<file path="src/rtl/mips_fetch_queue_if.sv">
// mips_fetch_queue_if
// Bundles the fetch queue's I-cache, redirect and decode-side signals.
//   master : fetch queue side (drives I-cache request and the decode head)
//   slave  : environment side (I-cache, branch unit, decode stage)
// Signals:
//   icache_addr/icache_ren      fetch request (word address)
//   icache_rdata/icache_stall   I-cache response / miss in progress
//   redirect_valid/redirect_pc  one-cycle resteer pulse and target
//   id_ready                    decode accepts the queue head
//   id_valid/id_instr/id_pc/id_pc_plus1  queue head
//   q_count                     queue occupancy
interface mips_fetch_queue_if #(
  parameter int unsigned ADDR_W = 30,
  parameter int unsigned DATA_W = 32,
  parameter int unsigned QDEPTH = 4
);
  localparam int unsigned CntW = $clog2(QDEPTH) + 1;

  logic [ADDR_W-1:0] icache_addr;
  logic              icache_ren;
  logic [DATA_W-1:0] icache_rdata;
  logic              icache_stall;
  logic              redirect_valid;
  logic [ADDR_W-1:0] redirect_pc;
  logic              id_ready;
  logic              id_valid;
  logic [DATA_W-1:0] id_instr;
  logic [ADDR_W-1:0] id_pc;
  logic [ADDR_W-1:0] id_pc_plus1;
  logic [CntW-1:0]   q_count;

  modport master (
    output icache_addr, icache_ren, id_valid, id_instr, id_pc, id_pc_plus1, q_count,
    input  icache_rdata, icache_stall, redirect_valid, redirect_pc, id_ready
  );

  modport slave (
    input  icache_addr, icache_ren, id_valid, id_instr, id_pc, id_pc_plus1, q_count,
    output icache_rdata, icache_stall, redirect_valid, redirect_pc, id_ready
  );
endinterface

</file>
<file path="src/rtl/mips_fetch_queue.sv">
// mips_fetch_queue
// Instruction-fetch front end: owns the fetch PC, issues I-cache requests and
// buffers returned words in a QDEPTH-entry FIFO feeding decode. Redirects flush
// the queue; a redirect that lands during an I-cache miss parks the target in
// pending_pc and waits (StDrain) for the stale response before resteering.
// Ports:
//   clk    rising-edge clock
//   rst_n  synchronous active-low reset
//   io_bus mips_fetch_queue_if.master (I-cache, redirect and decode signals)
module mips_fetch_queue #(
  parameter int unsigned ADDR_W   = 30,
  parameter int unsigned DATA_W   = 32,
  parameter int unsigned QDEPTH   = 4,
  parameter int unsigned RESET_PC = 0
) (
  input logic                clk,
  input logic                rst_n,
  mips_fetch_queue_if.master io_bus
);

  localparam int unsigned PtrW = $clog2(QDEPTH);
  localparam int unsigned CntW = PtrW + 1;

  typedef enum logic [0:0] {StRun, StDrain} state_e;

  state_e            r_state,      w_state_nxt;
  logic [ADDR_W-1:0] r_fetch_pc,   w_fetch_pc_nxt;
  logic [ADDR_W-1:0] r_pending_pc, w_pending_pc_nxt;
  logic              r_req_hold,   w_req_hold_nxt;
  logic [PtrW-1:0]   r_wr_ptr,     w_wr_ptr_nxt;
  logic [PtrW-1:0]   r_rd_ptr,     w_rd_ptr_nxt;
  logic [CntW-1:0]   r_count,      w_count_nxt;

  logic [DATA_W-1:0] r_instr_q [QDEPTH];
  logic [ADDR_W-1:0] r_pc_q    [QDEPTH];

  logic w_full;
  logic w_ren;
  logic w_id_valid;
  logic w_push;
  logic w_pop;

  // Request side depends on registered state only, never on id_ready/redirect.
  assign w_full     = (r_count == CntW'(QDEPTH));
  assign w_ren      = (r_state == StDrain) | r_req_hold | ~w_full;
  assign w_id_valid = (r_state == StRun) && (r_count != '0);

  always_comb begin
    w_state_nxt      = r_state;
    w_fetch_pc_nxt   = r_fetch_pc;
    w_pending_pc_nxt = r_pending_pc;
    w_req_hold_nxt   = r_req_hold;
    w_wr_ptr_nxt     = r_wr_ptr;
    w_rd_ptr_nxt     = r_rd_ptr;
    w_count_nxt      = r_count;
    w_push           = 1'b0;
    w_pop            = 1'b0;

    unique case (r_state)
      StRun: begin
        if (io_bus.redirect_valid) begin
          // Flush; any same-cycle response or pop is discarded.
          w_count_nxt  = '0;
          w_wr_ptr_nxt = '0;
          w_rd_ptr_nxt = '0;
          if (w_ren && io_bus.icache_stall) begin
            // Miss outstanding: cannot change the address until it returns.
            w_pending_pc_nxt = io_bus.redirect_pc;
            w_req_hold_nxt   = 1'b1;
            w_state_nxt      = StDrain;
          end else begin
            w_fetch_pc_nxt = io_bus.redirect_pc;
            w_req_hold_nxt = 1'b0;
          end
        end else begin
          if (w_ren) begin
            if (io_bus.icache_stall) begin
              w_req_hold_nxt = 1'b1;
            end else begin
              w_push         = 1'b1;
              w_fetch_pc_nxt = r_fetch_pc + ADDR_W'(1);
              w_req_hold_nxt = 1'b0;
            end
          end
          w_pop = w_id_valid & io_bus.id_ready;

          if (w_push) w_wr_ptr_nxt = r_wr_ptr + PtrW'(1);
          if (w_pop)  w_rd_ptr_nxt = r_rd_ptr + PtrW'(1);
          case ({w_push, w_pop})
            2'b10:   w_count_nxt = r_count + CntW'(1);
            2'b01:   w_count_nxt = r_count - CntW'(1);
            default: w_count_nxt = r_count;
          endcase
        end
      end

      StDrain: begin
        if (io_bus.redirect_valid) w_pending_pc_nxt = io_bus.redirect_pc;
        if (!io_bus.icache_stall) begin
          // Stale response is dropped; the newest redirect target wins.
          w_fetch_pc_nxt = io_bus.redirect_valid ? io_bus.redirect_pc : r_pending_pc;
          w_req_hold_nxt = 1'b0;
          w_state_nxt    = StRun;
        end
      end

      default: w_state_nxt = StRun;
    endcase
  end

  always_ff @(posedge clk) begin
    if (!rst_n) begin
      r_state      <= StRun;
      r_fetch_pc   <= ADDR_W'(RESET_PC);
      r_pending_pc <= '0;
      r_req_hold   <= 1'b0;
      r_wr_ptr     <= '0;
      r_rd_ptr     <= '0;
      r_count      <= '0;
    end else begin
      r_state      <= w_state_nxt;
      r_fetch_pc   <= w_fetch_pc_nxt;
      r_pending_pc <= w_pending_pc_nxt;
      r_req_hold   <= w_req_hold_nxt;
      r_wr_ptr     <= w_wr_ptr_nxt;
      r_rd_ptr     <= w_rd_ptr_nxt;
      r_count      <= w_count_nxt;
    end
  end

  // Queue storage needs no reset: entries are only visible while counted.
  always_ff @(posedge clk) begin
    if (rst_n && w_push) begin
      r_instr_q[r_wr_ptr] <= io_bus.icache_rdata;
      r_pc_q[r_wr_ptr]    <= r_fetch_pc;
    end
  end

  always_comb begin
    io_bus.icache_addr = r_fetch_pc;
    io_bus.icache_ren  = w_ren;
    io_bus.id_valid    = w_id_valid;
    io_bus.q_count     = r_count;
    io_bus.id_instr    = '0;
    io_bus.id_pc       = '0;
    io_bus.id_pc_plus1 = '0;
    if (w_id_valid) begin
      io_bus.id_instr    = r_instr_q[r_rd_ptr];
      io_bus.id_pc       = r_pc_q[r_rd_ptr];
      io_bus.id_pc_plus1 = r_pc_q[r_rd_ptr] + ADDR_W'(1);
    end
  end

endmodule

</file>
<file path="src/flat_wrapper.sv">
// flat-port wrapper written by rule: the top's interface ports become plain ports
module mips_fetch_queue_flat 
#(
  parameter int unsigned ADDR_W   = 30,
  parameter int unsigned DATA_W   = 32,
  parameter int unsigned QDEPTH   = 4,
  parameter int unsigned RESET_PC = 0
)
  (clk, rst_n, io_bus_icache_addr, io_bus_icache_ren, io_bus_id_valid, io_bus_id_instr, io_bus_id_pc, io_bus_id_pc_plus1, io_bus_q_count, io_bus_icache_rdata, io_bus_icache_stall, io_bus_redirect_valid, io_bus_redirect_pc, io_bus_id_ready);
  mips_fetch_queue_if #(.ADDR_W(ADDR_W), .DATA_W(DATA_W), .QDEPTH(QDEPTH)) io_bus_i ();
  input logic clk;
  input logic rst_n;
  output wire logic [$bits(io_bus_i.icache_addr)-1:0] io_bus_icache_addr;
  output wire logic [$bits(io_bus_i.icache_ren)-1:0] io_bus_icache_ren;
  output wire logic [$bits(io_bus_i.id_valid)-1:0] io_bus_id_valid;
  output wire logic [$bits(io_bus_i.id_instr)-1:0] io_bus_id_instr;
  output wire logic [$bits(io_bus_i.id_pc)-1:0] io_bus_id_pc;
  output wire logic [$bits(io_bus_i.id_pc_plus1)-1:0] io_bus_id_pc_plus1;
  output wire logic [$bits(io_bus_i.q_count)-1:0] io_bus_q_count;
  input wire logic [$bits(io_bus_i.icache_rdata)-1:0] io_bus_icache_rdata;
  input wire logic [$bits(io_bus_i.icache_stall)-1:0] io_bus_icache_stall;
  input wire logic [$bits(io_bus_i.redirect_valid)-1:0] io_bus_redirect_valid;
  input wire logic [$bits(io_bus_i.redirect_pc)-1:0] io_bus_redirect_pc;
  input wire logic [$bits(io_bus_i.id_ready)-1:0] io_bus_id_ready;
  assign io_bus_icache_addr = io_bus_i.icache_addr;
  assign io_bus_icache_ren = io_bus_i.icache_ren;
  assign io_bus_id_valid = io_bus_i.id_valid;
  assign io_bus_id_instr = io_bus_i.id_instr;
  assign io_bus_id_pc = io_bus_i.id_pc;
  assign io_bus_id_pc_plus1 = io_bus_i.id_pc_plus1;
  assign io_bus_q_count = io_bus_i.q_count;
  assign io_bus_i.icache_rdata = io_bus_icache_rdata;
  assign io_bus_i.icache_stall = io_bus_icache_stall;
  assign io_bus_i.redirect_valid = io_bus_redirect_valid;
  assign io_bus_i.redirect_pc = io_bus_redirect_pc;
  assign io_bus_i.id_ready = io_bus_id_ready;
  mips_fetch_queue #(.ADDR_W(ADDR_W), .DATA_W(DATA_W), .QDEPTH(QDEPTH), .RESET_PC(RESET_PC)) u_core (.clk(clk), .rst_n(rst_n), .io_bus(io_bus_i));
endmodule
</file>
<file path="config.mk">
export PLATFORM = sky130hd
export DESIGN_NAME = mips_fetch_queue_flat
export DESIGN_NICKNAME = d
export VERILOG_FILES = /design/src/rtl/mips_fetch_queue_if.sv /design/src/rtl/mips_fetch_queue.sv /design/src/flat_wrapper.sv
export SDC_FILE = /design/constraint.sdc
export NUM_CORES = 1
export LEC_CHECK = 0
export CAP_MARGIN = 20
export CORE_UTILIZATION = 49
export DETAILED_ROUTE_END_ITERATION = 10
export GPL_ROUTABILITY_DRIVEN = 0
export PLACE_DENSITY = 0.81
export SETUP_SLACK_MARGIN = 0.2
export SLEW_MARGIN = 10
export SYNTH_ARGS = -nofsm -noshare
export SYNTH_HDL_FRONTEND = slang
export SYNTH_SLANG_ARGS = --single-unit
</file>
<file path="constraint.sdc">
create_clock -name clk -period 4.25 [get_ports clk]
set_clock_uncertainty 0.05 [all_clocks]
set_input_delay 0.425 -clock clk [delete_from_list [all_inputs] [get_ports clk]]
set_output_delay 0.425 -clock clk [all_outputs]
set_load 0.05 [all_outputs]
</file>
==> results.ini <==
[synthesis]
synth_async_sr_flop_share_pct = 0
synth_top_cells_by_area = edfxtp_1 53%, dfxtp_1 10%, mux4_2 10%
synth_edf_count = 248
yosys-top-cells-count = 248 x edfxtp_1, 98 x nor2_1, 87 x and3_1, 71 x dfxtp_1, 62 x mux4_2
syn-mean-instance-area_um2 = 13.9
synth_compound_area_share_pct = 6.36
synth_xor_area_share_pct = 1.95
synth.largest_area_cell = edfxtp_1
synth_top_family_by_area = multiplexers
syn_inst = 1002
synth_ff_type = edfxtp_1
yosysWarnings = 0
synth-simple-area-share_pct = 12.2
synth.area.mux_share_pct = 12.7
yosysUniqueCellTypes = 62
synth-seq-cells = 319
syn_area_um2 = 13900
synth_most_common_cell = edfxtp_1
syn_nets = 1076
synth_top_area_share_pct = 53.4
yosysSeqAreaShare_pct = 63.6
synthAdderAreaFrac_pct = 0.628

[place]
dpl.hpwl_um = 21800
portBuffers = 193
dpl_cell_area_um2 = 16400

[critical_path]
cpPeakStageDelay_ns = 0.72
reg2reg_slack_ns = 1.19
arrival_ns = 3.26
worstSetupPathType = reg -> out
crit_fanout = 24
crit_buf_inv = 2
crit_chain = mux4_2 > ha_1 > nand2_1 > o22ai_1 > nor3b_2 > buf_4 > nand3_1 > xor2_1 > nor2_1 > buf_12
path_delay_family = flip-flops
r2r_start = u_core.io_bus.q_count[1]
start_kind = flop
setup.worst_path.end_class = primary output
cpMaxStageDelayCell = dfxtp_2
critPathRequiredTime_ns = 3.77

[cells_and_area]
layout-drive-gt1-share_pct = 15.8
final_net_count = 1262
antenna_cells = 0
fin_area_um2 = 17500
syn2layout_area_growth_pct = 25.8

[clocking]
cts_hold_buf = 0
clock_path_buffers = 3
post_cts_resize_count = 0
tritoncts = done
insertion_delay_ns = 0.55
cts_sinks = 319
numCtsBuffers = 31
clk_pin_slew_ns = 0.06
cts-root-buf = clkbuf_16
htree_levels = 1

[die]
top_level_ports = 194
start_util_pct = 50.1
rows = 61
die_area_um2 = 29100
die_h_um = 171
die_x_um = 171
core_area_um2 = 27900

[global_route]
grt_first_pass_wirelength_um = 51100
grt_max_degree = 65
antenna_found_initial = 0
grt_pass1_vias = 9038
gr-total-overflow = 0
grtUsageTotal_pct = 23.0

[drt]
dr.pass1.iters = 5
wirelength_um = 33200
ant_nets = 0
routedWlPerCell_um = 20.9
drtIter0Drc = 828
route.detailed.drc = 0
vias_per_cell = 5.88
vias = 9348

[sta]
rsz0062_at_grt = no
fmax_ghz = 0.268
setup_viol = 0
slew_violations = 0
min_period_over_period_pct = 87.9
tns_ns = 0
worst_slew_pin_slew_ns = 1.08
layout_min_cycle_time_ns = 3.74
slew_headroom_pct = 28.1
finalHoldViolations = 0

[power_and_ir_drop]
p_int_mw = 5.45
netSwitchingFraction_pct = 23.7
power.leakage_nw = 6.03
powerDensity_nw_per_um2 = 407
power_frac_seq_pct = 48.9
pwr-share-comb_pct = 10.9
p_clk_share_pct = 40.2
peakVddDrop_uv = 296
power.switching_mw = 1.69

[flow_run]
max-cap-violations = 0

[status]
outcome = finished, final reports clean

[worst_hold_path]
hp-start = u_core.r_pending_pc[29]
hold_class = reg -> reg

-- state kept, by name, summed over array words and instances, names as in the netlist, named ones only --
register and count:
u_core.r_instr_q 128, u_core.r_pc_q 120, u_core.io_bus.icache_addr 30, u_core.r_pending_pc 30, u_core.io_bus.q_count 3, u_core.r_rd_ptr 2, u_core.r_wr_ptr 2, u_core.r_req_hold 1
u_core.r_state 1
-- timing repair --
item	in CTS	in global routing
setup buffers	0	1
endpoints found under the hold margin	0	0
endpoints found under the setup margin	0	11
-- final timing paths --
check	to	cells past startpoint
min reg2reg	u_core.r_pending_pc[29]	2
min	u_core.r_pending_pc[29]	2
max	io_bus_id_pc_plus1[16]	10
max reg2reg	u_core.io_bus.q_count[2]	8
-- kinds of logic after synthesis --
group | Yosys count
compound gates | 138
xor+xnor | 31
fa+ha+maj | 7
buf+inv | 77
flops | 319
mux | 99
simple gates | 331
-- metrics by stage --
step	worst slack [ns]	power (mW)	utilization, %	hold WS [ns]	std cells
after global routing	0.225	7.38	63.0	0.448	1590
after global placement	0.952	4.32	59.0	0.414	1532
after floorplan	0.975	4.01	-	0.402	1002
after CTS	0.352	7.19	62.9	0.434	1589
after detailed placement	0.936	4.33	59.0	0.428	1532
final	0.513	7.14	63.0	0.441	1590
-- power by group through the flow --
stage               logic [mW]  clock network (mW)  registers [mW]
floorplan                0.421                   0            3.59
global placement         0.764                   0            3.55
detailed placement       0.773                   0            3.56
CTS                      0.776                2.92            3.49
global route             0.822                3.06            3.50
finish                   0.778                2.87            3.49
-- layer usage --
metal,vias to the layer above,part of all wire (%),global-route usage [%]
li1,4238,-,-
met1,4645,43,32.9
met2,435,48,37.5
met3,30,8.0,3.42
met4,0,1.3,4.97
met5,-,0,0
-- placed cells by master, fill, tap and decap left out, drive strengths merged, types with 4 or more instances in the layout --
master	n
dfxtp	71
or3	6
nor3	11
and3	87
nor2b	4
edfxtp	248
o21ai	40
o31ai	5
o22ai	4
mux4	62
a21oi	38
bufinv	5
nand3	30
o211ai	5
a31oi	9
a22oi	8
clkbuf	38
mux2i	36
nor4	7
xnor2	10
clkdlybuf4s50	162
nand2	55
nor2	99
nand4	14
and2	8
ha	7
clkinv	10
buf	59
xor2	21
inv	10
o41ai	5
-- worst min-delay path, delay by kind of cell, from the launching register on --
family	cells	cell delay [ns]
multiplexers	1	0.06
AND/OR/NAND/NOR	1	0.07
flip-flops	1	0.32
-- cell type report --
class | instances | area (µm²)
Clock buffer | 38 | 855
Clock inverter | 19 | 231
Fill cell | 2047 | 10300
Inverter | 9 | 33.8
Multi-Input combinational cell | 606 | 4730
Sequential cell | 319 | 8870
Tap cell | 378 | 473
Timing Repair Buffer | 221 | 2340
(Power assumes the default switching activity.)
